## src/rtl/lsu_wb.sv

```systemverilog
// lsu_wb: RV32I load/store unit with a valid/grant/rvalid memory port and aligned, extended load writeback.
// Define LSU_TIMEOUT_EN to abort REQ/WAIT after TimeoutCycles with an err_o pulse.
module lsu_wb #(
  parameter int Width         = 32,
  parameter int TimeoutCycles = 16
) (
  input  logic             clk_i,
  input  logic             rst_i,
  input  logic             req_valid_i,
  output logic             req_ready_o,
  input  logic             req_load_i,
  input  logic [2:0]       funct3_i,
  input  logic [Width-1:0] addr_i,
  input  logic [Width-1:0] wdata_i,
  input  logic [4:0]       rd_i,
  output logic             mem_req_o,
  output logic             mem_we_o,
  output logic [Width-1:0] mem_addr_o,
  output logic [3:0]       mem_be_o,
  output logic [Width-1:0] mem_wdata_o,
  input  logic             mem_gnt_i,
  input  logic             mem_rvalid_i,
  input  logic [Width-1:0] mem_rdata_i,
  output logic             wb_valid_o,
  output logic             wb_we_o,
  output logic [4:0]       wb_rd_o,
  output logic [Width-1:0] wb_data_o,
  output logic             err_o,
  output logic             busy_o
);

  if (Width != 32 || TimeoutCycles < 2 || TimeoutCycles > 255) begin : g_param_check
    $error("lsu_wb: unsupported Width or TimeoutCycles");
  end

  typedef enum logic [1:0] {S_IDLE, S_REQ, S_WAIT, S_WB} state_t;

  state_t           r_state, w_state_nxt;
  logic [Width-1:0] r_addr, r_wdata, r_wb_data;
  logic [2:0]       r_funct3;
  logic [4:0]       r_rd, r_wb_rd;
  logic             r_load, r_we, r_err;
  logic [3:0]       r_be;

  logic             w_accept, w_f3_ok, w_aligned, w_legal, w_timeout, w_abort;
  logic [3:0]       w_be;
  logic [Width-1:0] w_wdata, w_shifted, w_ext;

  assign w_accept  = req_valid_i && (r_state == S_IDLE);
  assign w_f3_ok   = req_load_i ? !(funct3_i == 3'b011 || funct3_i[2:1] == 2'b11)
                                : (!funct3_i[2] && funct3_i[1:0] != 2'b11);
  assign w_aligned = (funct3_i[1:0] == 2'b01) ? !addr_i[0] :
                     (funct3_i[1:0] == 2'b10) ? (addr_i[1:0] == 2'b00) : 1'b1;
  assign w_legal   = w_f3_ok && w_aligned;

  always_comb begin
    w_be    = 4'b1111;
    w_wdata = wdata_i;
    if (!req_load_i) begin
      case (funct3_i[1:0])
        2'b00: begin
          w_be    = 4'b0001 << addr_i[1:0];
          w_wdata = {4{wdata_i[7:0]}};
        end
        2'b01: begin
          w_be    = 4'b0011 << {addr_i[1], 1'b0};
          w_wdata = {2{wdata_i[15:0]}};
        end
        default: ;
      endcase
    end
  end

  assign w_shifted = mem_rdata_i >> {r_addr[1:0], 3'b000};

  always_comb begin
    w_ext = w_shifted;
    case (r_funct3)
      3'b000:  w_ext = {{24{w_shifted[7]}}, w_shifted[7:0]};
      3'b001:  w_ext = {{16{w_shifted[15]}}, w_shifted[15:0]};
      3'b100:  w_ext = {24'd0, w_shifted[7:0]};
      3'b101:  w_ext = {16'd0, w_shifted[15:0]};
      default: ;
    endcase
  end

`ifdef LSU_TIMEOUT_EN
  logic [7:0] r_cnt;

  // Counter restarts whenever the state changes, so it times REQ and WAIT independently.
  always_ff @(posedge clk_i or posedge rst_i) begin
    if (rst_i) begin
      r_cnt <= 8'd0;
    end else if (w_state_nxt != r_state) begin
      r_cnt <= 8'd0;
    end else if (r_state == S_REQ || r_state == S_WAIT) begin
      r_cnt <= r_cnt + 8'd1;
    end
  end

  assign w_timeout = (r_cnt == 8'(TimeoutCycles - 1)) && (r_state == S_REQ || r_state == S_WAIT);
`else
  assign w_timeout = 1'b0;
`endif

  assign w_abort = w_timeout && ((r_state == S_REQ && !mem_gnt_i) || (r_state == S_WAIT && !mem_rvalid_i));

  always_ff @(posedge clk_i or posedge rst_i) begin
    if (rst_i) r_state <= S_IDLE;
    else       r_state <= w_state_nxt;
  end

  always_comb begin
    w_state_nxt = r_state;
    case (r_state)
      S_IDLE: if (w_accept && w_legal) w_state_nxt = S_REQ;
      S_REQ: begin
        if (mem_gnt_i)    w_state_nxt = r_load ? S_WAIT : S_IDLE;
        else if (w_abort) w_state_nxt = S_IDLE;
      end
      S_WAIT: begin
        if (mem_rvalid_i) w_state_nxt = S_WB;
        else if (w_abort) w_state_nxt = S_IDLE;
      end
      default: w_state_nxt = S_IDLE;
    endcase
  end

  always_ff @(posedge clk_i or posedge rst_i) begin
    if (rst_i) begin
      r_addr    <= '0;
      r_wdata   <= '0;
      r_wb_data <= '0;
      r_funct3  <= 3'd0;
      r_rd      <= 5'd0;
      r_wb_rd   <= 5'd0;
      r_load    <= 1'b0;
      r_we      <= 1'b0;
      r_be      <= 4'd0;
      r_err     <= 1'b0;
    end else begin
      r_err <= (w_accept && !w_legal) || w_abort;
      if (w_accept && w_legal) begin
        r_addr   <= addr_i;
        r_wdata  <= w_wdata;
        r_funct3 <= funct3_i;
        r_rd     <= rd_i;
        r_load   <= req_load_i;
        r_we     <= !req_load_i;
        r_be     <= w_be;
      end
      if (r_state == S_WAIT && mem_rvalid_i) begin
        r_wb_data <= w_ext;
        r_wb_rd   <= r_rd;
      end
    end
  end

  assign req_ready_o = (r_state == S_IDLE);
  assign busy_o      = (r_state != S_IDLE);
  assign mem_req_o   = (r_state == S_REQ);
  assign mem_we_o    = r_we;
  assign mem_addr_o  = {r_addr[Width-1:2], 2'b00};
  assign mem_be_o    = r_be;
  assign mem_wdata_o = r_wdata;
  assign wb_valid_o  = (r_state == S_WB);
  assign wb_we_o     = wb_valid_o && (r_wb_rd != 5'd0);
  assign wb_rd_o     = r_wb_rd;
  assign wb_data_o   = r_wb_data;
  assign err_o       = r_err;

endmodule

```

## config.mk

```make
export PLATFORM = sky130hd
export DESIGN_NAME = lsu_wb
export DESIGN_NICKNAME = d
export VERILOG_FILES = /design/src/rtl/lsu_wb.sv
export SDC_FILE = /design/constraint.sdc
export NUM_CORES = 1
export LEC_CHECK = 0
export BUFFER_PORTS_ARGS = -buffer_cell sky130_fd_sc_hd__buf_4
export CAP_MARGIN = 20
export CORE_UTILIZATION = 53
export DETAILED_ROUTE_END_ITERATION = 16
export PLACE_DENSITY = 0.9
export SYNTH_ARGS = -nofsm -noshare
export SYNTH_HDL_FRONTEND = slang
export SYNTH_SLANG_ARGS = --single-unit
```

## constraint.sdc

```tcl
create_clock -name clk_i -period 6.13 [get_ports clk_i]
set_clock_uncertainty 0.15 [all_clocks]
set_input_delay 0.613 -clock clk_i [delete_from_list [all_inputs] [get_ports clk_i]]
set_output_delay 0.613 -clock clk_i [all_outputs]
set_load 0.005 [all_outputs]
```

==> flow_summary.json <==
{
  "clk_pin_slew_worst_paths_ps": 60,
  "leakage_nw": 3.70,
  "synth_cells": 494,
  "io_buffers": 219,
  "ff_latch_area_um2": 2950,
  "antenna_found_initial": 0,
  "vias": 4570,
  "yosys.area_share.adder_pct": 0,
  "grt_max_degree": 76,
  "design.die.area_um2": 11100,
  "grt-ovfl-total": 0,
  "finalHoldViolCount": 0,
  "ys_async_sr_fraction_pct": 100,
  "p_int_mw": 2.66,
  "power_density_nw_per_um2": 503,
  "clock_latency_ps": 510,
  "p_clk_share_pct": 25.6,
  "fin_crit_sh_pct": 42.2,
  "synth_top_family_by_area": "multiplexers",
  "place_hpwl_mm": 10.8,
  "core_area_um2": 10300,
  "grt.total_usage_pct": 28.1,
  "firstDrtPassIters": 5,
  "power_switching_mw": 1.23,
  "ir_worst_vdd_uv": 314,
  "setup_tns_ps": 0,
  "swShare_pct": 31.7,
  "ys_warn_count": 0,
  "drv_cap": 0,
  "hp-class": "in2async",
  "rows": 37,
  "viasPerCell": 5.54,
  "cts_resized": 0,
  "seqPwrFrac_pct": 36.7,
  "gp_congestion": 0.879,
  "routed_wl_mm": 15.1,
  "endpoint_kind": "register",
  "ioPinCount": 222,
  "drt_iter0_drc": 251,
  "grt_pass1_vias": 4699,
  "synth_cell_types": 39,
  "ys_ff_latch": 118,
  "finalCriticalPeriod_ps": 2590,
  "cts_buffers": 17,
  "start_util_pct": 54.8,
  "fin_cells": 825,
  "max_freq_ghz": 0.386,
  "syn_area_um2": 5660,
  "drive_gt1_share_pct": 41.1,
  "post-route-drc-count": 0,
  "netlist.area_leader.share_pct": 52.2,
  "die_h_um": 105,
  "ant_nets": 0,
  "ys.flop_type": "dfrtp_1",
  "nNetsFinal": 786,
  "synth-compound-area-share_pct": 12.8,
  "relSlewSlack_pct": 32.6,
  "fin_util_pct": 75.0,
  "dieWidth_um": 105,
  "htree_levels": 4,
  "antenna-diode-count": 0,
  "clkSinkCount": 118,
  "synth_xor_area_share_pct": 0,
  "yosysTopAreaCell": "dfrtp_1",
  "worstMarginPinSlew_ps": 1010,
  "wl_per_cell_um": 18.3,
  "status": "completed",
  "areaGrowthSynthToFinish_pct": 36.8,
  "muxShareOfSynthArea_pct": 19.7,
  "crit_fanout": 62,
  "cts_tree": "done",
  "clock-root-buffer": "clkbuf_8",
  "dp.cells": 791,
  "ys_seq_area_share_pct": 52.2,
  "rsz0062_at_grt": "no",
  "synthSimpleGateAreaFrac_pct": 7.59,
  "fill_cells": 683,
  "cp.arrival_ps": 2830,
  "slew_viol_final": 0,
  "synth-edff-count": 0,
  "postCtsSetupBuffers": 0,
  "clock_path_buffers": 2,
  "synth_area_per_cell_um2": 11.5,
  "crit_type": "reg2reg",
  "postCtsHoldBufs": 0,
  "r2r_setup_slack_ps": 3540,
  "grt_pass1_wl_mm": 23.8,
  "setup_viol_count_final": 0,
  "yosys-top-cells-area": "dfrtp_1 (52%), mux2_1 (11%), mux2i_1 (4.4%)",
  "combPwrFrac_pct": 37.7,
  "multi_input_area_um2": 2280,
  "required_ps": 6370,
  "crit_path_start_kind": "register"
}
-- power groups by stage --
stage	clock, mW	sequential (mW)	combinational (mW)
detailed placement	0	1.43	1.44
finish	0.996	1.43	1.47
global placement	0	1.41	1.37
CTS	1.01	1.42	1.45
floorplan	0	1.37	0.841
global route	1.04	1.47	1.60
-- synth_stat cells (8+ instances only) --
cell type and instances:
mux2i_1 25, nor2_1 21, a21oi_1 15, o21ai_0 44, o31ai_1 17, o211ai_1 8, dfrtp_1 118, nand2_1 59
mux2_1 56, clkbuf_1 18, buf_4 33, mux2_2 19, o22a_1 8
-- layer usage --
metal  routed length [um]  global-route usage [%]
met5                    0                       0
met4                  394                    13.6
met3                 1290                    7.73
met2                 7770                    48.2
met1                 5670                    32.5
-- layout make-up --
type | instances | area share (%)
flip-flops and latches | 118 | 38.1
multi-input cells | 310 | 29.4
repair buffers | 224 | 22.2
clock buffers | 24 | 6.21
well taps | 136 | 2.20
clock inverters | 8 | 1.55
inverters | 5 | 0.275
-- kinds of logic after synthesis --
| group | count (synthesis) |
|---|---|
| compound gates | 110 |
| buf+inv | 67 |
| flops | 118 |
| mux | 101 |
| other cells | 1 |
| simple gates | 97 |
-- sequential cells by signal, summed over array words and instances, names as in the netlist --
signal	flops
r_load	1
r_rd	5
r_state	2
mem_be_o	4
wb_rd_o	5
r_funct3	3
wb_data_o	32
r_addr	32
err_o	1
mem_wdata_o	32
mem_we_o	1
-- worst max-delay path, cell delays in order (launching register included) --
cell     delay, ps
dfrtp_1        410
nor2_1         270
nand2_1        220
buf_16         220
nor2_8         760
mux2_2         420
-- metrics by stage --
stage | total power, mW | hold slack [ps] | setup WS [ps] | cell area [um2]
final | 3.89 | 3.29 | 3540 | 7740
after floorplan | 2.21 | 282 | 2240 | 5660
after global placement | 2.78 | 294 | 3150 | 7090
after global routing | 4.11 | 50.3 | 3410 | 7740
after detailed placement | 2.87 | 315 | 3070 | 7090
after CTS | 3.88 | 13.6 | 3070 | 7690
-- cells in the final DEF, fill, tap and decap left out, drive strengths merged --
master    instances
clkinvlp          2
and2              2
clkinv            3
nor2             23
inv               5
and3              1
o21a              2
mux2i            25
nor4              1
nor2b             5
o21ai            45
mux2             75
o22a              8
a31o              1
mux4              1
nand2            59
nand2b            4
or4               1
dfrtp           118
a211o             1
a21oi            17
bufinv            3
nand3b            1
o31ai            17
a22o              7
o2bb2ai           2
buf             224
o211ai            8
a31oi             1
a311o             1
conb              2
clkbuf           24
-- worst paths after layout --
path                             from             to  cells past startpoint
setup reg to reg           r_state[1]    mem_be_o[0]                      5
hold reg to reg               r_rd[0]     wb_rd_o[0]                      2
setup / recovery           r_state[1]    mem_be_o[0]                      5
min in group clk_i         addr_i[11]     r_addr[11]                      2
hold / removal                  rst_i     r_addr[16]                      2
max in group asynchronous       rst_i  wb_data_o[23]                      3
Note: power is estimated with default switching activity, not from simulation.
